**config.mk**
```make
export PLATFORM = sky130hd
export DESIGN_NAME = day_of_week_counter
export DESIGN_NICKNAME = d
export VERILOG_FILES = /design/src/rtl/dow_pkg.sv /design/src/rtl/key_repeat.sv /design/src/rtl/day_of_week_counter.sv
export SDC_FILE = /design/constraint.sdc
export NUM_CORES = 1
export LEC_CHECK = 0
export ABC_AREA = 1
export BUFFER_PORTS_ARGS = -buffer_cell sky130_fd_sc_hd__buf_4
export CAP_MARGIN = 20
export CORE_MARGIN = 3
export CORE_UTILIZATION = 35
export CTS_CLUSTER_DIAMETER = 100
export DETAILED_ROUTE_END_ITERATION = 10
export GPL_TIMING_DRIVEN = 0
export SLEW_MARGIN = 20
export SYNTH_ARGS = -nofsm -noshare
export SYNTH_HDL_FRONTEND = slang
export SYNTH_HIERARCHICAL = 1
export SYNTH_SLANG_ARGS = --single-unit
```
**constraint.sdc**
```tcl
create_clock -name clk -period 5.1 [get_ports clk]
set_input_delay 1.02 -clock clk [delete_from_list [all_inputs] [get_ports clk]]
set_output_delay 1.02 -clock clk [all_outputs]
set_load 0.1 [all_outputs]
```
**src/rtl/dow_pkg.sv**
```systemverilog
// Shared day codes, FSM encoding and wrap-around helpers for the day-of-week counter.
package dow_pkg;

    localparam logic [3:0] DAY_MON   = 4'd0;
    localparam logic [3:0] DAY_TUE   = 4'd1;
    localparam logic [3:0] DAY_WED   = 4'd2;
    localparam logic [3:0] DAY_THU   = 4'd3;
    localparam logic [3:0] DAY_FRI   = 4'd4;
    localparam logic [3:0] DAY_SAT   = 4'd5;
    localparam logic [3:0] DAY_SUN   = 4'd6;
    localparam logic [3:0] DAY_LAST  = 4'd6;
    localparam logic [3:0] DAY_BLANK = 4'hF;

    typedef enum logic {
        RUN = 1'b0,
        SET = 1'b1
    } dow_state_t;

    // Out-of-range codes fold back to a legal day so day can never escape 0..6.
    function automatic logic [3:0] day_inc(input logic [3:0] d);
        return (d >= DAY_LAST) ? DAY_MON : d + 4'd1;
    endfunction

    function automatic logic [3:0] day_dec(input logic [3:0] d);
        return (d == DAY_MON || d > DAY_LAST) ? DAY_LAST : d - 4'd1;
    endfunction

endpackage

```
**src/rtl/key_repeat.sv**
```systemverilog
// Key rise detection plus hold-delay / repeat-rate counters; step is a one-cycle pulse.
module key_repeat #(
    parameter int DLY  = 25_000_000,
    parameter int RATE = 5_000_000
) (
    input  logic clk,
    input  logic resetn,
    input  logic key,
    input  logic enable,
    input  logic clr,
    output logic step
);

    localparam int CNT_W = $clog2(((DLY > RATE) ? DLY : RATE) + 1);
    localparam logic [CNT_W-1:0] DLY_C  = CNT_W'(DLY);
    localparam logic [CNT_W-1:0] RATE_C = CNT_W'(RATE);

    logic             key_p0;
    logic [CNT_W-1:0] cnt;
    logic             rep;
    logic             armed;
    logic             rise;
    logic             held;
    logic             hit;

    assign rise = key & ~key_p0;
    assign held = key & key_p0;
    assign hit  = held & armed & (cnt == (rep ? RATE_C : DLY_C));
    assign step = enable & ~clr & (rise | hit);

    // key_p0 resets high so a key held through reset needs a fresh press.
    always_ff @(posedge clk) begin
        if (!resetn) begin
            key_p0 <= 1'b1;
            cnt    <= '0;
            rep    <= 1'b0;
            armed  <= 1'b0;
        end else begin
            key_p0 <= key;
            if (!enable || clr || !key) begin
                cnt   <= '0;
                rep   <= 1'b0;
                armed <= 1'b0;
            end else if (rise) begin
                cnt   <= CNT_W'(1);
                rep   <= 1'b0;
                armed <= 1'b1;
            end else if (hit) begin
                cnt <= CNT_W'(1);
                rep <= 1'b1;
            end else if (armed) begin
                cnt <= cnt + 1'b1;
            end
        end
    end

endmodule

```
**src/rtl/day_of_week_counter.sv**
```systemverilog
// Day-of-week counter with RUN/SET modes, key auto-repeat and optional SET-mode blink.
// Optional blink of bcd_disp in SET mode is enabled by defining DOW_BLINK_EN.
module day_of_week_counter
    import dow_pkg::*;
#(
    parameter int BLINK_HALF  = 25_000_000,
    parameter int REPEAT_DLY  = 25_000_000,
    parameter int REPEAT_RATE = 5_000_000
) (
    input  logic       clk,
    input  logic       resetn,
    input  logic       day_tick,
    input  logic       set_key,
    input  logic       inc_key,
    input  logic       dec_key,
    output logic [3:0] day,
    output logic [3:0] bcd_disp,
    output logic       set_mode,
    output logic       week_tick
);

    dow_state_t state, state_nxt;
    logic       set_p0;
    logic       set_rise;
    logic       in_set;
    logic       both;
    logic       inc_step;
    logic       dec_step;
    logic       pend, pend_nxt;
    logic       wk_nxt;
    logic [3:0] day_nxt;
    logic [3:0] disp_nxt;

    assign set_rise = set_key & ~set_p0;
    assign in_set   = (state == SET);
    assign both     = in_set & inc_key & dec_key;

    key_repeat #(.DLY(REPEAT_DLY), .RATE(REPEAT_RATE)) u_inc (
        .clk    (clk),
        .resetn (resetn),
        .key    (inc_key),
        .enable (in_set),
        .clr    (both),
        .step   (inc_step)
    );

    key_repeat #(.DLY(REPEAT_DLY), .RATE(REPEAT_RATE)) u_dec (
        .clk    (clk),
        .resetn (resetn),
        .key    (dec_key),
        .enable (in_set),
        .clr    (both),
        .step   (dec_step)
    );

    always_ff @(posedge clk) begin
        if (!resetn) begin
            state  <= RUN;
            set_p0 <= 1'b1;
        end else begin
            state  <= state_nxt;
            set_p0 <= set_key;
        end
    end

    always_comb begin
        state_nxt = state;
        if (set_rise)
            state_nxt = (state == RUN) ? SET : RUN;
    end

    // A tick seen on the very cycle SET is left still counts as pending.
    always_comb begin
        day_nxt  = day;
        pend_nxt = pend;
        wk_nxt   = 1'b0;
        case (state)
            RUN: begin
                if (day_tick) begin
                    day_nxt = day_inc(day);
                    wk_nxt  = (day == DAY_LAST);
                end
            end
            SET: begin
                if (inc_step)
                    day_nxt = day_inc(day);
                else if (dec_step)
                    day_nxt = day_dec(day);
                if (day_tick)
                    pend_nxt = 1'b1;
                if (set_rise) begin
                    if (pend || day_tick) begin
                        wk_nxt  = (day_nxt == DAY_LAST);
                        day_nxt = day_inc(day_nxt);
                    end
                    pend_nxt = 1'b0;
                end
            end
            default: begin
                day_nxt = DAY_MON;
            end
        endcase
    end

`ifdef DOW_BLINK_EN
    localparam int BW = (BLINK_HALF > 1) ? $clog2(BLINK_HALF) : 1;
    localparam logic [BW-1:0] HALF_LAST = BW'(BLINK_HALF - 1);

    logic [BW-1:0] blink_cnt, blink_cnt_nxt;
    logic          blank, blank_nxt;

    always_comb begin
        blink_cnt_nxt = '0;
        blank_nxt     = 1'b0;
        if (state_nxt == SET) begin
            if (state == RUN || inc_step || dec_step) begin
                blink_cnt_nxt = '0;
                blank_nxt     = 1'b0;
            end else if (blink_cnt == HALF_LAST) begin
                blink_cnt_nxt = '0;
                blank_nxt     = ~blank;
            end else begin
                blink_cnt_nxt = blink_cnt + 1'b1;
                blank_nxt     = blank;
            end
        end
    end

    always_ff @(posedge clk) begin
        if (!resetn) begin
            blink_cnt <= '0;
            blank     <= 1'b0;
        end else begin
            blink_cnt <= blink_cnt_nxt;
            blank     <= blank_nxt;
        end
    end

    assign disp_nxt = blank_nxt ? DAY_BLANK : day_nxt;
`else
    logic unused_blink;
    assign unused_blink = (BLINK_HALF > 0);
    assign disp_nxt     = day_nxt;
`endif

    always_ff @(posedge clk) begin
        if (!resetn) begin
            day       <= DAY_MON;
            pend      <= 1'b0;
            week_tick <= 1'b0;
            set_mode  <= 1'b0;
            bcd_disp  <= DAY_MON;
        end else begin
            day       <= day_nxt;
            pend      <= pend_nxt;
            week_tick <= wk_nxt;
            set_mode  <= (state_nxt == SET);
            bcd_disp  <= disp_nxt;
        end
    end

endmodule

```
==> results of run 1 <==
cell families after synthesis:
kind of cell / synth area share [%]
buffers and inverters: 12.3
adder cells (fa/ha/maj): 2.78
AO/OA/AOI/OAI: 7.74
flip-flops: 31.7
XOR/XNOR: 2.38
AND/OR/NAND/NOR: 43.2
worst reg2reg max path, cell delays in order, from the launching register on:
cell	delay (ns)
dfxtp_1	0.34
inv_1	0.09
ha_1	0.15
nand2_1	0.05
nor2_1	0.14
nand3_1	0.09
nor2_1	0.18
nand2_2	0.12
a21oi_1	0.44
inv_1	0.15
o21ai_2	0.26
inv_1	0.07
ha_1	0.19
nand3_2	0.09
nand2_2	0.07
o21ai_2	0.14
nand2_1	0.09
a21oi_2	0.11
synth_stat cells (all sizes together):
master / number / share of area, %
a21oi: 42 / 5.7
a31oi: 3 / 0.46
and3: 1 / 0.15
buf: 12 / 2.3
clkinv: 2 / 0.19
dfxtp: 64 / 32
ha: 9 / 2.8
inv: 105 / 9.7
nand2: 181 / 19
nand3: 32 / 4.1
nand3b: 2 / 0.37
nand4: 18 / 3.4
nor2: 115 / 13
nor3: 22 / 3.0
o211ai: 1 / 0.19
o21ai: 10 / 1.4
or2: 6 / 0.93
xnor2: 4 / 0.87
xor2: 7 / 1.5
cell type report:
type	count	area, sq um
Tap cell	140	175
Multi-Input combinational cell	453	2270
Clock buffer	11	233
Fill cell	1162	6440
Inverter	107	402
Timing Repair Buffer	15	113
Buffer	12	93.8
Clock inverter	4	70.1
Sequential cell	64	1280
layout by cell type, fill, tap and decap left out, types with 10 or more instances in the layout:
cell type and n:
a21oi_1 37, inv_2 10, nand3_1 31, dfxtp_1 64, nand2_1 157, nor3_1 20, nand4_1 14, nor2_1 100
buf_4 26, nand2_2 22, inv_1 95
power breakdown:
group          internal [mW]  leakage (nW)  switching [mW]  total, mW
Sequential             0.505         0.517         0.00584      0.511
Clock                  0.423         0.149           0.216      0.639
Combinational         0.0342          1.21          0.0866      0.121
routing by layer:
metal	wire length, um	track usage (%)	vias to the layer above	part of all wire, %
met4	140	6.97	0	1.5
met3	397	2.97	9	4.3
li1	-	-	2019	-
met5	0	0	-	0
met2	4330	25.8	73	46
met1	4450	19.9	1753	48
metrics by stage:
stage                     area (sq um)  hold slack [ns]  util [%]  setup WS [ns]
after CTS                         4630            0.481      41.8           2.02
final                             4630            0.479      41.8           2.02
after detailed placement          4330            0.474      39.1           1.68
after floorplan                   4040            0.449         -           2.20
after global routing              4630            0.509      41.8           1.73
after global placement            4330            0.469      39.1           1.72
worst paths after layout:
check                                                 from                    endpoint  slack, ns  depth (start not counted)
worst max-delay path                               dec_key    bcd_disp[1]$_SDFFE_PN0P_       2.02                         18
worst min-delay path            u_inc/cnt[12]$_SDFFE_PP0P_  u_inc/cnt[12]$_SDFFE_PP0P_       0.48                          2
worst max register to register   u_inc/cnt[0]$_SDFFE_PP0P_    bcd_disp[1]$_SDFFE_PN0P_       2.25                         17
worst min register to register  u_inc/cnt[12]$_SDFFE_PP0P_  u_inc/cnt[12]$_SDFFE_PP0P_       0.48                          2
==> summary.md, run 1 <==
| Metric | Value |
|---|---|
| Die width | `113 um` |
| Synth Net Count | `around 650` |
| Max_slew headroom | `65.2%` |
| Total Wirelength | `around 9.3 mm` |
| Clk_lat worst skew | `around 0.33 ns` |
| Mapped Cells | `around 640` |
| Routed vias/inst | `roughly 4.8` |
| Register area share after synthesis | `roughly a third` |
| CTS HTree Levels | `3` |
| Area growth, synth to finish | `14.6%` |
| CP arrival | `~3.3 ns` |
| CP most frequent cell | `nand2_1` |
| Syn Std Cell Area | `approximately 0.0040 sq mm` |
| Antenna-violating nets left | `0` |
| Clock Sinks | `64` |
| Slowest cell on crit path | `a21oi_1` |
| Total Die Area | `0.0129 sq mm` |
| Worst path required time | `5.37 ns` |
| Core area | `around 0.011 sq mm` |
| Vias in the first global route | `between 3000 and 4000` |
| Final Setup Violations | `0` |
| Port Buf Inserts | `15` |
| Seq cells post-synth | `between 60 and 70` |
| PD cells | `about 270 mW/mm^2` |
| Cell count after placement | `around 790` |
| Worst-path clk slew | `about 0.05 ns` |
| Total power | `~1.3 mW` |
| CTS buffer count | `9` |
| Routed WL per cell | `11.6 um` |
| Total negative slack | `0 ns` |
| HPWL after DPL | `between 7 and 8 mm` |
| # DRC | `0` |
| Synth cell types | `32` |
| MaxCap Viol Count | `0` |
| Post-Layout Cell Count | `between 800 and 900` |
| Chip height | `~110 um` |
| Hold-fix buffers, CTS | `0` |
| RSZ-0062 raised after global routing | `false` |
| Drt first pass iters | `4` |
| Number of antenna diodes | `0` |
| CP Class | `input pin to flip-flop` |
| Clock root buffer | `clkbuf_16` |
| Delay-heaviest family, CP | `compound AO/OA/AOI/OAI gates` |
| Avg Inst Size Synth | `roughly 6.4 sq um` |
| Gpl congestion | `between 0.8 and 0.9` |
| Slowest stage delay, CP | `around 0.44 ns` |
| Initial antenna violation count | `0` |
| Leakage dissipation | `about 1.9 nW` |
| Total GRT Usage | `between 10% and 20%` |
| Largest registers | `u_dec/cnt: 25 flops, u_inc/cnt: 25 flops, bcd_disp: 4 flops` |
| First-pass GRT wire length | `16.5 mm` |
| Post-CTS sizing | `0` |
| Largest net degree at the start of global routing | `11` |
| WP buf/inv | `3` |
| Final Slew Violations | `0` |
| CP startpoint kind | `input pin` |
| Starting Density | `a little over a third` |
| Via Count | `approximately 3900` |
| Layout cells sized above 1 | `15.5%` |
| Remaining global-route overflow | `0` |
| Critical path, cell by cell | `buf_4 > inv_1 > nor2_1 > nand3_1 > nor2_1 > nand2_2 > a21oi_1 > nand2_1 > a21oi_1 > nand2_1 > o21ai_2 > inv_1 > ha_1 > nand3_2 > nand2_2 > o21ai_2 > nand2_1 > a21oi_2` |
| Row cnt | `38` |
| HP Class | `flip-flop to flip-flop` |
| Clk buf depth | `2` |
| Syn. warnings | `6` |
| Critical-path maximum fanout | `7` |
| Outcome | `finished, final reports clean` |
| Nets | `between 600 and 700` |
| Worst Skew | `between 0.005 and 0.006 ns` |
| Tmin final | `3.08 ns` |
| Post-CTS setup buffers | `0` |
| DR iter-0 viols | `249` |
| VDD IR max | `around 0.00014 V` |
| Io pins | `16` |
| CTS tree | `yes` |
| Fin crit share | `between 60% and 70%` |
| CP Capture Type | `flip-flop` |
| Max Freq | `about 330 MHz` |
| Hold Fails Final Rpt | `0` |
| Worst slew pin tran | `0.522 ns` |
No activity file was read; power rests on OpenSTA's default activity.
==> run 2, diff against run 1 <==
- ABC_AREA: 1 -> 0
- clock period: 5.1 -> 3 ns (I/O delays scaled with it)
==> run 2 against run 1 <==
Compared with the run above:
- the run now ends with negative setup slack left
- clock-buffer cell count decreased by 2
- non-clock buffer count increased by 44
- via count fell by 7.2%
- sequential share of layout area is 1.5 points lower
- utilization increased by 3.8 points
- flip-flop and latch count unchanged
- global-route usage up 0.33 points
- worst hold slack worse by 0.021 ns
- combinational power rose to 2.6 times the previous value
- register-to-register slack got worse by 2.5 ns
- critical path type is now flip-flop to flip-flop
- largest cell class unchanged
- largest power group unchanged
==> summary.md, run 2 <==
| Metric | Value |
|---|---|
| Outcome | `finished with violations` |
| Failing checks | `negative setup slack` |
| Row cnt | `38 (unchanged)` |
| Chip height | `112 um (-1.3%)` |
| Final Setup Violations | `3 (+3)` |
| Remaining global-route overflow | `0 (unchanged)` |
| Io pins | `16 (unchanged)` |
| Worst path required time | `3.25 ns (-2.12 ns)` |
| Top cell type's share of synthesized area | `32.6% (+0.88 points)` |
| Synth Net Count | `461 (-29%)` |
| CTS buffer count | `9 (unchanged)` |
| VDD IR max | `0.000329 V (+140%)` |
| Synth top area cells | `dfxtp_1, nor3_1, a211oi_1, ha_1, nand3_1` |
| Syn Std Cell Area | `0.00394 sq mm (-2.7%)` |
| Post-synth EDFFs | `0 (unchanged)` |
| Via Count | `3577 (-7.2%)` |
| Drt first pass iters | `4 (unchanged)` |
| Hold Fails Final Rpt | `0 (unchanged)` |
| R2R depth | `15 (-2)` |
| Seq cells post-synth | `64 (unchanged)` |
| Starting Density | `36.0% (-0.52 points)` |
| Largest net degree at the start of global routing | `13 (+2)` |
| Mapped Cells | `446 (-30%)` |
| CP Capture Type | `flip-flop` |
| DR iter-0 viols | `145 (-42%)` |
| R2r setup slk | `-0.30 ns (-2.55 ns)` |
| Slowest cell on crit path | `or4_4` |
| CTS HTree Levels | `3 (unchanged)` |
| Count leader, synth | `dfxtp_1` |
| CP Class | `flip-flop to flip-flop` |
| Routed vias/inst | `5.59 (+17%)` |
| CP most frequent cell | `ha_4` |
| Total Die Area | `0.0126 sq mm (-2.6%)` |
| Clk_lat worst skew | `0.35 ns (+0.02 ns)` |
| Total power | `2.40 mW (+89%)` |
| Layout cells sized above 1 | `29.2% (+14 points)` |
| Area growth, synth to finish | `26.8%` |
| PD cells | `481 mW/mm^2 (+75%)` |
| Antenna-violating nets left | `0 (unchanged)` |
| Critical-path maximum fanout | `3 (-4)` |
| Final Slew Violations | `0 (unchanged)` |
| Port Buf Inserts | `15 (unchanged)` |
| Ys flop type | `dfxtp_1` |
| Max Freq | `303 MHz` |
| Syn. warnings | `6 (unchanged)` |
| Critical path, cell by cell | `inv_4 > ha_4 > and4b_1 > nand4_1 > a2111oi_4 > o21a_2 > nand2_1 > or4_4 > a32oi_2 > inv_2 > ha_4 > nor2b_4 > o2bb2ai_2 > a211o_1 > o41ai_2` |
| Post-Layout Cell Count | `640 (-21%)` |
| Crit path depth | `15 (-3)` |
| Tmin final | `around 3.3 ns` |
| Initial antenna violation count | `0 (unchanged)` |
| Avg Inst Size Synth | `8.82 sq um (+39%)` |
| Clock Sinks | `64 (unchanged)` |
| R2r startpoint | `u_dec/cnt[0]$_SDFFE_PP0P_` |
| CTS tree | `yes` |
| CP startpoint kind | `flip-flop` |
| Pre-CTS WS | `-0.787 ns (-2.47 ns)` |
| Largest registers | `u_dec/cnt: 25 flops, u_inc/cnt: 25 flops, bcd_disp: 4 flops` |
| Synth top cells by count | `dfxtp_1, nor3_1, nand2_1, a211oi_1, nand3_1` |
| Slowest stage delay, CP | `0.43 ns (about the same)` |
| Gpl congestion | `0.855 (-2.0%)` |
| Total negative slack | `-0.844 ns (-0.844 ns)` |
| Synth cell types | `64 (+100%)` |
| Worst Skew | `0.00806 ns (+0.00268 ns)` |
| Vias in the first global route | `3425 (-8.3%)` |
| MaxCap Viol Count | `0 (unchanged)` |
| Delay-heaviest family, CP | `compound AO/OA/AOI/OAI gates` |
| Worst slew pin tran | `0.507 ns (-0.0159 ns)` |
| Final core occ | `45.6% (+3.8 points)` |
| Fraction of registers with async set/reset | `0% (unchanged)` |
| Area of placed instances | `0.00426 sq mm (-1.8%)` |
| Most common cell after layout, fill and taps aside | `dfxtp_1` |
| Final setup margin | `-0.299 ns (-2.32 ns)` |
| HPWL after DPL | `6.37 mm (-11%)` |
| Final hold slack | `0.459 ns (-0.0206 ns)` |
| Register area share after synthesis | `32.6% (+0.88 points)` |
| Most frequent cells in the layout | `dfxtp_1, buf_4, nor3_1` |
| HP Class | `input pin to flip-flop` |
| First-pass GRT wire length | `16.5 mm (-0.29%)` |
| Crit. Startpoint | `u_dec/cnt[0]$_SDFFE_PP0P_` |
| Routed WL per cell | `15.1 um (+31%)` |
| CP arrival | `3.55 ns (+0.21 ns)` |
| Fin crit share | `110%` |
| Core area | `0.0109 sq mm (-1.3%)` |
| Design Area, Final | `0.00499 sq mm (+7.7%)` |
| Die width | `112 um (-1.3%)` |
| Nets | `510 (-25%)` |
| Number of antenna diodes | `0 (unchanged)` |
| Total GRT Usage | `16.0% (+0.33 points)` |
| Total Wirelength | `9.69 mm (+4.1%)` |
| Area leader, netlist | `dfxtp_1` |
| Clock root buffer | `clkbuf_16` |
| RR Endpoint | `bcd_disp[0]$_SDFFE_PN0P_` |
| WP buf/inv | `2 (-1)` |
| Max_slew headroom | `66.2% (+1.1 points)` |
| Worst-path clk slew | `0.06 ns (about the same)` |
| Cell count after placement | `601 (-24%)` |
| Leakage dissipation | `1.60 nW (-14%)` |
| # DRC | `0 (unchanged)` |
| Clk buf depth | `2 (unchanged)` |
| RSZ-0062 raised after global routing | `true` |
| Filler instances | `1055 (-9.2%)` |
| Critical path endpoint | `bcd_disp[0]$_SDFFE_PN0P_` |
[run 2: cell types whose count changed in the layout (fill, tap and decap cells not counted), moves of 12 or more]
cell      delta
a211oi_1    +21
a21oi_1     -34
buf_4       +20
dfxtp_1     -13
inv_1       -81
nand2_1    -130
nand2_2     -22
nor2_1      -87
nor3_1      +12
o31ai_1     +13
or3_1       +12
or4_1       +13
[run 2: per-layer routing]
layer  global-route usage [%]  routed length (um)  vias to the layer above
li1                         -                   -                     1790
met1                     20.5                4560                     1701
met2                     25.1                4540                       66
met3                     4.20                 370                       20
met4                     7.53                 222                        0
met5                        0                   0                        -
[run 2: cells by family (layout without fill, tap and decap cells)]
logic type | after synthesis | count (layout) | synth area share, %
DFF | 64 | 64 | 32.6
and+or+nand+nor | 203 | 203 | 31.9
xor gates and xnor gates | 23 | 23 | 5.12
AOI/OAI and AO/OA | 94 | 94 | 19.1
adders and majority gates | 9 | 9 | 2.86
buffers and inverters | 50 | 104 | 7.63
muxes | 3 | 3 | 0.795
[run 2: report_power, final]
| group | internal [mW] | switching (mW) |
|---|---|---|
| combinational | 0.124 | 0.190 |
| clock | 0.812 | 0.403 |
| sequential | 0.858 | 0.0128 |
[run 2: worst min path at each step]
stage                     slack (ns)  cells past startpoint                         end                       start
after detailed placement        0.49                      1      u_dec/rep$_SDFFE_PP0P_      u_dec/rep$_SDFFE_PP0P_
after CTS                       0.45                      2     u_inc/key_p0$_SDFF_PN1_                      resetn
final                           0.46                      2     u_inc/key_p0$_SDFF_PN1_                      resetn
after global placement          0.49                      2  u_inc/cnt[19]$_SDFFE_PP0P_  u_inc/cnt[19]$_SDFFE_PP0P_
after floorplan                 0.47                      1      u_dec/rep$_SDFFE_PP0P_      u_dec/rep$_SDFFE_PP0P_
after global routing            0.46                      2           set_p0$_SDFF_PN1_                     set_key
[run 2: final cells by class]
| type | instances | area (sq um) | area share (%) |
|---|---|---|---|
| multi-input combinational | 332 | 2550 | 51.0 |
| clock inverter | 7 | 120 | 2.41 |
| buffer | 31 | 243 | 4.86 |
| clock buffer | 9 | 225 | 4.51 |
| inverter | 17 | 66.3 | 1.33 |
| timing repair buffer | 40 | 312 | 6.24 |
| tap | 140 | 175 | 3.51 |
| sequential | 64 | 1300 | 26.1 |
[run 2: what timing repair did]
item	4_1_cts	5_1_grt
gates resized for setup	31	19
endpoints found under the setup margin	4	4
hold buffers	0	0
setup buffers	22	6
gates cloned	0	0
pin swaps	10	8
